[src/rtl/pac_pkg.sv]
// Shared constants for the PAC pair scheduler: oscillator indices, pair table,
// class encodings, FSM states and the saturating product shift.
package pac_pkg;

  localparam int OSC_THETA      = 0;
  localparam int OSC_ALPHA      = 1;
  localparam int OSC_BETA_LOW   = 2;
  localparam int OSC_BETA_HIGH  = 3;
  localparam int OSC_GAMMA      = 4;
  localparam int OSC_GAMMA_FAST = 5;
  localparam int OSC_SR_F0      = 6;
  localparam int OSC_SR_F2      = 7;

  localparam int PAIR_CNT = 10;

  // Entry p holds pair p; listed from pair 9 down to pair 0.
  localparam logic [PAIR_CNT-1:0][2:0] PAIR_SLOW =
    {3'd0, 3'd6, 3'd1, 3'd0, 3'd3, 3'd2, 3'd1, 3'd1, 3'd0, 3'd0};
  localparam logic [PAIR_CNT-1:0][2:0] PAIR_FAST =
    {3'd4, 3'd7, 3'd5, 3'd5, 3'd4, 3'd4, 3'd3, 3'd2, 3'd2, 3'd1};

  typedef enum logic [1:0] {
    ATTRACT  = 2'b00,
    TRANSIT  = 2'b01,
    BOUNDARY = 2'b10
  } pac_class_e;

  typedef enum logic [2:0] {
    IDLE, LATCH, DIV, REQ, WAIT, MUL_AMP, MUL_CHI, WRITE
  } pac_state_e;

  // Drop frac fractional bits, clamp to the largest w-bit value.
  function automatic logic [63:0] sat_shift(input logic [63:0] prod,
                                            input int frac, input int w);
    logic [63:0] s, lim;
    s   = prod >> frac;
    lim = (64'd1 << w) - 64'd1;
    return (s > lim) ? lim : s;
  endfunction

endpackage

[src/rtl/pac_serial_div.sv]
// Restoring divider: quotient = (dividend << FRAC) / divisor, one bit per cycle
// over WIDTH cycles; saturates to all ones on overflow or zero divisor.
module pac_serial_div #(
  parameter int WIDTH = 18,
  parameter int FRAC  = 14
) (
  input  logic             clk,
  input  logic             rst_n,
  input  logic             start,
  input  logic [WIDTH-1:0] dividend,
  input  logic [WIDTH-1:0] divisor,
  output logic             done,
  output logic [WIDTH-1:0] quotient
);

  localparam int CW = $clog2(WIDTH);

  logic [2*WIDTH-1:0] dvd;
  logic [WIDTH-1:0]   rem, lo, dsr, q;
  logic [CW-1:0]      cnt;
  logic               run, sat;
  logic [WIDTH:0]     r2, diff;
  logic               ge;

  assign dvd = {{(WIDTH-FRAC){1'b0}}, dividend, {FRAC{1'b0}}};

  // Partial remainder stays below the divisor, so the borrow bit is the compare.
  assign r2   = {rem, lo[WIDTH-1]};
  assign diff = r2 - {1'b0, dsr};
  assign ge   = ~diff[WIDTH];

  assign done     = run && (cnt == CW'(WIDTH-1));
  assign quotient = sat ? '1 : q;

  always_ff @(posedge clk or negedge rst_n) begin
    if (!rst_n) begin
      rem <= '0;
      lo  <= '0;
      dsr <= '0;
      q   <= '0;
      cnt <= '0;
      run <= 1'b0;
      sat <= 1'b0;
    end else if (start) begin
      rem <= dvd[2*WIDTH-1:WIDTH];
      lo  <= dvd[WIDTH-1:0];
      dsr <= divisor;
      q   <= '0;
      cnt <= '0;
      run <= 1'b1;
      // Quotient fits WIDTH bits only if the high dividend half is below the divisor.
      sat <= (divisor == '0) || (dvd[2*WIDTH-1:WIDTH] >= divisor);
    end else if (run) begin
      rem <= ge ? diff[WIDTH-1:0] : r2[WIDTH-1:0];
      lo  <= lo << 1;
      q   <= {q[WIDTH-2:0], ge};
      cnt <= cnt + 1'b1;
      if (done) run <= 1'b0;
    end
  end

endmodule

[src/rtl/pac_pair_scheduler.sv]
// Time-multiplexed PAC sequencer over the ten oscillator pairs.
// Optional macro PAC_CLASS_HYST_EN adds per-pair classification hysteresis.
module pac_pair_scheduler
  import pac_pkg::*;
#(
  parameter int WIDTH       = 18,
  parameter int FRAC        = 14,
  parameter int NUM_OSC     = 8,
  parameter int NUM_PAIRS   = 10,
  parameter int LUT_ADDR_W  = 8,
  parameter int ATTRACT_TH  = 4096,
  parameter int BOUNDARY_TH = 12288,
  parameter int HYST        = 512
) (
  input  logic                      clk,
  input  logic                      rst_n,
  input  logic                      start,
  input  logic [NUM_OSC*WIDTH-1:0]  omega_flat,
  input  logic [NUM_OSC*WIDTH-1:0]  amp_flat,
  output logic                      lut_req,
  output logic [LUT_ADDR_W-1:0]     lut_addr,
  input  logic                      lut_gnt,
  input  logic                      lut_valid,
  input  logic [WIDTH-1:0]          lut_data,
  output logic [NUM_PAIRS*WIDTH-1:0] pac_flat,
  output logic [NUM_PAIRS*2-1:0]    class_flat,
  output logic                      busy,
  output logic                      frame_done,
  output logic                      overrun
);

  localparam int PW = $clog2(NUM_PAIRS);

`ifdef PAC_CLASS_HYST_EN
  localparam bit HYST_ON = 1'b1;
`else
  localparam bit HYST_ON = 1'b0;
`endif
  // A zero margin makes the hysteresis rules collapse to plain thresholds.
  localparam int H = HYST_ON ? HYST : 0;
  localparam logic [WIDTH-1:0] UP_A = WIDTH'(ATTRACT_TH + H);
  localparam logic [WIDTH-1:0] DN_A = WIDTH'(ATTRACT_TH - H);
  localparam logic [WIDTH-1:0] UP_B = WIDTH'(BOUNDARY_TH + H);
  localparam logic [WIDTH-1:0] DN_B = WIDTH'(BOUNDARY_TH - H);

  pac_state_e state;
  logic [PW-1:0]                   pair;
  logic [WIDTH-1:0]                amp_s, amp_f, chi, amp_fac, pac_r;
  logic [NUM_PAIRS-1:0][WIDTH-1:0] pac_q;
  logic [NUM_PAIRS-1:0][1:0]       cls_q;

  logic [2:0]         slow_idx, fast_idx;
  logic [WIDTH-1:0]   ratio;
  logic               div_done;
  logic [WIDTH-1:0]   mul_a, mul_b, mul_sat;
  logic [2*WIDTH-1:0] prod;
  pac_class_e         prev_cls, cls_new;
  logic               unused_ratio_bits;

  assign slow_idx = PAIR_SLOW[pair];
  assign fast_idx = PAIR_FAST[pair];

  // Divider loads the live omegas on the same edge that snapshots the amplitudes.
  pac_serial_div #(.WIDTH(WIDTH), .FRAC(FRAC)) u_div (
    .clk      (clk),
    .rst_n    (rst_n),
    .start    (state == LATCH),
    .dividend (omega_flat[fast_idx*WIDTH +: WIDTH]),
    .divisor  (omega_flat[slow_idx*WIDTH +: WIDTH]),
    .done     (div_done),
    .quotient (ratio)
  );

  // The divider holds its result until the next LATCH, so the address is stable in REQ.
  assign lut_addr = ratio[FRAC+2 -: LUT_ADDR_W];
  assign unused_ratio_bits = ^{ratio[WIDTH-1:FRAC+3], ratio[FRAC+2-LUT_ADDR_W:0]};

  always_comb begin
    mul_a = chi;
    mul_b = amp_fac;
    if (state == MUL_AMP) begin
      mul_a = amp_s;
      mul_b = amp_f;
    end
  end

  assign prod    = {{WIDTH{1'b0}}, mul_a} * {{WIDTH{1'b0}}, mul_b};
  assign mul_sat = WIDTH'(sat_shift(64'(prod), FRAC, WIDTH));

  always_comb begin
    prev_cls = pac_class_e'(cls_q[pair]);
    cls_new  = prev_cls;
    case (prev_cls)
      ATTRACT: begin
        if (chi >= UP_B)      cls_new = BOUNDARY;
        else if (chi >= UP_A) cls_new = TRANSIT;
      end
      BOUNDARY: begin
        if (chi < DN_A)       cls_new = ATTRACT;
        else if (chi < DN_B)  cls_new = TRANSIT;
      end
      default: begin
        if (chi < DN_A)       cls_new = ATTRACT;
        else if (chi >= UP_B) cls_new = BOUNDARY;
        else                  cls_new = TRANSIT;
      end
    endcase
  end

  always_ff @(posedge clk or negedge rst_n) begin
    if (!rst_n) begin
      state      <= IDLE;
      pair       <= '0;
      amp_s      <= '0;
      amp_f      <= '0;
      chi        <= '0;
      amp_fac    <= '0;
      pac_r      <= '0;
      pac_q      <= '0;
      cls_q      <= '0;
      lut_req    <= 1'b0;
      busy       <= 1'b0;
      frame_done <= 1'b0;
      overrun    <= 1'b0;
    end else begin
      frame_done <= 1'b0;
      overrun    <= start && (state != IDLE);
      case (state)
        IDLE: if (start) begin
          state <= LATCH;
          pair  <= '0;
          busy  <= 1'b1;
        end
        LATCH: begin
          amp_s <= amp_flat[slow_idx*WIDTH +: WIDTH];
          amp_f <= amp_flat[fast_idx*WIDTH +: WIDTH];
          state <= DIV;
        end
        DIV: if (div_done) begin
          lut_req <= 1'b1;
          state   <= REQ;
        end
        REQ: if (lut_gnt) begin
          lut_req <= 1'b0;
          state   <= WAIT;
        end
        WAIT: if (lut_valid) begin
          chi   <= lut_data;
          state <= MUL_AMP;
        end
        MUL_AMP: begin
          amp_fac <= mul_sat;
          state   <= MUL_CHI;
        end
        MUL_CHI: begin
          pac_r <= mul_sat;
          state <= WRITE;
        end
        WRITE: begin
          pac_q[pair] <= pac_r;
          cls_q[pair] <= cls_new;
          if (pair == PW'(NUM_PAIRS-1)) begin
            frame_done <= 1'b1;
            busy       <= 1'b0;
            state      <= IDLE;
          end else begin
            pair  <= pair + 1'b1;
            state <= LATCH;
          end
        end
        default: state <= IDLE;
      endcase
    end
  end

  assign pac_flat   = pac_q;
  assign class_flat = cls_q;

endmodule
[config.mk]
export PLATFORM = sky130hd
export DESIGN_NAME = pac_pair_scheduler
export DESIGN_NICKNAME = d
export VERILOG_FILES = /design/src/rtl/pac_pkg.sv /design/src/rtl/pac_serial_div.sv /design/src/rtl/pac_pair_scheduler.sv
export SDC_FILE = /design/constraint.sdc
export NUM_CORES = 2
export LEC_CHECK = 0
export CAP_MARGIN = 20
export CORE_MARGIN = 1
export CORE_UTILIZATION = 28
export CTS_BUF_LIST = sky130_fd_sc_hd__clkbuf_16
export DETAILED_ROUTE_END_ITERATION = 7
export SLEW_MARGIN = 10
export SYNTH_ARGS = -nofsm -noshare
export SYNTH_HDL_FRONTEND = slang
export SYNTH_HIERARCHICAL = 1
export SYNTH_SLANG_ARGS = --single-unit
[constraint.sdc]
create_clock -name clk -period 21.4 [get_ports clk]
set_clock_uncertainty 0.2 [all_clocks]
set_input_delay 2.14 -clock clk [delete_from_list [all_inputs] [get_ports clk]]
set_output_delay 2.14 -clock clk [all_outputs]
set_load 0.02 [all_outputs]
==> results.tsv <==
stage	metric	value	unit
global_route	antenna_found_initial	14	
final_layout	area.growth.synth_to_final	26.76	%
placement	dpl_worst_slack	12.44	ns
die	fp.dieArea	109200	um^2
route	drtPass1Iterations	6	
sta	timing.final.ws_setup	12.32	ns
route	vias_per_cell	4.995	
route	drt_drc_violations_left	0	
outcome	run_status	finished clean	
synthesis	synth_nets	3787	
sta	min_period	9.076	ns
route	vias	24670	
hold_path	min-delay-start	class_flat[5]	
sta	timing.final.hold_violations	0	
global_route	grt_use_total	0.1966	
die	effective_utilization_at_floorplan	0.2821	
placement	placement.cell_area	36860	um^2
clock_tree	clock_insertion_delay_worst_skew	0.59	ns
critical_path	critical_path.startpoint	state[1]	
route	postRouteWirelength	109100	um
sta	tightest_slew_margin_relative_to_the_limit	0.1892	
final_layout	mostFrequentLayoutCell	sky130_fd_sc_hd__nand2_1	
critical_path	category_of_the_most_critical_setup_path	reg -> reg	
hold_path	min_path_type	reg -> reg	
synthesis	synthesis.area_per_instance	9.833	um^2
critical_path	crit_path_end_kind	flop	
placement	place_congestion	0.9801	
die	number_of_core_rows	120	
die	floorplan_die_width	330.4	um
sta	finalSetupTns	0	ns
final_layout	mostFrequentLayoutCells	sky130_fd_sc_hd__nand2_1 (539), sky130_fd_sc_hd__clkdlybuf4s50_1 (521), sky130_fd_sc_hd__dfrtp_1 (364), sky130_fd_sc_hd__inv_1 (363), sky130_fd_sc_hd__fa_1 (255)	
die	die_y	330.4	um
route	drt_iter0_drcs	1824	
synthesis	post_synth_inst_count	3071	
global_route	wire_length_of_the_first_global_routing_pass	161600	um
clock_tree	cts.path.max_buffers	3	
sta	fmax	110.2	MHz
route	drt-wirelength-per-cell	22.08	um
clock_tree	post_cts_gate_resize_count	0	
critical_path	critical_path.startpoint_type	flop	
critical_path	rr_endpoint	amp_fac[0]	
clock_tree	cts.sink_count	365	
placement	placement.io_buffers	522	
clock_tree	cts-buffers-inserted	42	
final_layout	final_layout_size_suffix_gt1_frac	0.1229	
sta	rsz_0062_raised_after_global_routing	no	
global_route	grt_max_degree	178	
critical_path	reg2reg_depth	23	
global_route	grt_remaining_overflow	0	
clock_tree	total_setup_buffers_inserted_after_cts	0	
critical_path	crit_path_max_fanout	60	
synthesis	synth.cell_area	30200	um^2
clock_tree	postCtsHoldBufs	0	
die	io-pin-count	523	
sta	final_max_slew_viol_count	0	
clock_tree	clk_pin_slew	0.06	ns
critical_path	critical_path.endpoint	amp_fac[0]	
global_route	number_of_global_route_vias_before_repair	24930	
route	ant_nets	0	
sta	final.period_utilization	0.4241	
critical_path	r2r-start	state[1]	
sta	tightest_slew	1.182	ns
clock_tree	cts_max_level	2	
critical_path	reg2reg_setup_slack	12.32	ns
job	max-cap-violations	0	
sta	number_of_setup_violations_in_the_final_report	0	
clock_tree	cts-root-buf	sky130_fd_sc_hd__clkbuf_16	
placement	dpl.hpwl	86720	um
clock_tree	tritoncts_clock_tree	done	
critical_path	crit_arrival	9.26	ns
die	fp.coreArea	107100	um^2
final_layout	design.final.nets	4214	
critical_path	worst_ep_required_time	21.59	ns
final_layout	final_area	38280	um^2
synthesis	synthesis.yosys.warnings	6	
## how the worst min path moves through the flow
stage,to,slack [ns],depth (start not counted)
finish,class_flat[5],0.28,2
global route,class_flat[4],0.31,2
CTS,class_flat[5],0.29,2
detailed placement,class_flat[11],0.27,2
global placement,class_flat[3],0.26,2
floorplan,amp_f[6],0.25,2
## critical path, cell delays in order, from the launching register on
cell and delay (ns):
sky130_fd_sc_hd__dfrtp_1 0.37, sky130_fd_sc_hd__inv_1 0.08, sky130_fd_sc_hd__ha_1 0.25, sky130_fd_sc_hd__nand2_2 0.09, sky130_fd_sc_hd__buf_4 0.63, sky130_fd_sc_hd__mux2i_1 1.04, sky130_fd_sc_hd__nor2_1 0.15, sky130_fd_sc_hd__fa_1 0.55
sky130_fd_sc_hd__fa_1 0.53, sky130_fd_sc_hd__fa_1 0.53, sky130_fd_sc_hd__fa_1 0.55, sky130_fd_sc_hd__fa_1 0.56, sky130_fd_sc_hd__inv_1 0.06, sky130_fd_sc_hd__fa_1 0.54, sky130_fd_sc_hd__inv_1 0.04, sky130_fd_sc_hd__ha_1 0.40
sky130_fd_sc_hd__nand2_1 0.13, sky130_fd_sc_hd__or3_1 0.38, sky130_fd_sc_hd__o41ai_2 0.60, sky130_fd_sc_hd__a41oi_2 0.22, sky130_fd_sc_hd__xnor2_2 0.19, sky130_fd_sc_hd__nor3_4 0.10, sky130_fd_sc_hd__buf_4 0.45, sky130_fd_sc_hd__a41oi_1 0.19
## state kept, by name, indices dropped and copies added, names as in the netlist
name        cells
amp_f          18
amp_fac        18
amp_s          18
busy            1
chi            18
class_flat     20
frame_done      1
lut_req         1
overrun         1
pac_flat      180
pac_r          18
pair            4
state           3
u_div/cnt       5
u_div/dsr      18
u_div/lo        4
u_div/q        17
u_div/rem      18
u_div/run       1
u_div/sat       1
## per-stage QoR
step | instances | hold WS [ns] | util
global route | 4939 | 0.3075 | 0.3575
finish | 4940 | 0.2786 | 0.3576
global placement | 4853 | 0.2634 | 0.3439
detailed placement | 4855 | 0.2738 | 0.3443
floorplan | 3071 | 0.2492 | -
CTS | 4932 | 0.2876 | 0.3571
## routing by layer
| metal | vias up | global-route usage | wire, um |
|---|---|---|---|
| li1 | 11090 | - | - |
| met4 | 14 | 0.08826 | 5275 |
| met2 | 955 | 0.3335 | 53640 |
| met5 | - | 0 | 91 |
| met3 | 199 | 0.03414 | 7064 |
| met1 | 12410 | 0.2437 | 43010 |
## area by class of cell
| cell class | count | area [um^2] |
|---|---|---|
| repair buffers | 570 | 5645 |
| multi-input cells | 2163 | 19020 |
| diodes | 6 | 15.01 |
| flip-flops and latches | 365 | 9135 |
| clock inverters | 35 | 320.3 |
| inverters | 356 | 1336 |
| well taps | 1403 | 1755 |
| clock buffers | 42 | 1051 |
| fillers | 10810 | 68780 |
Power is not shown: default switching activity piles up to over one toggle a cycle in this logic, so the estimate is an artifact.
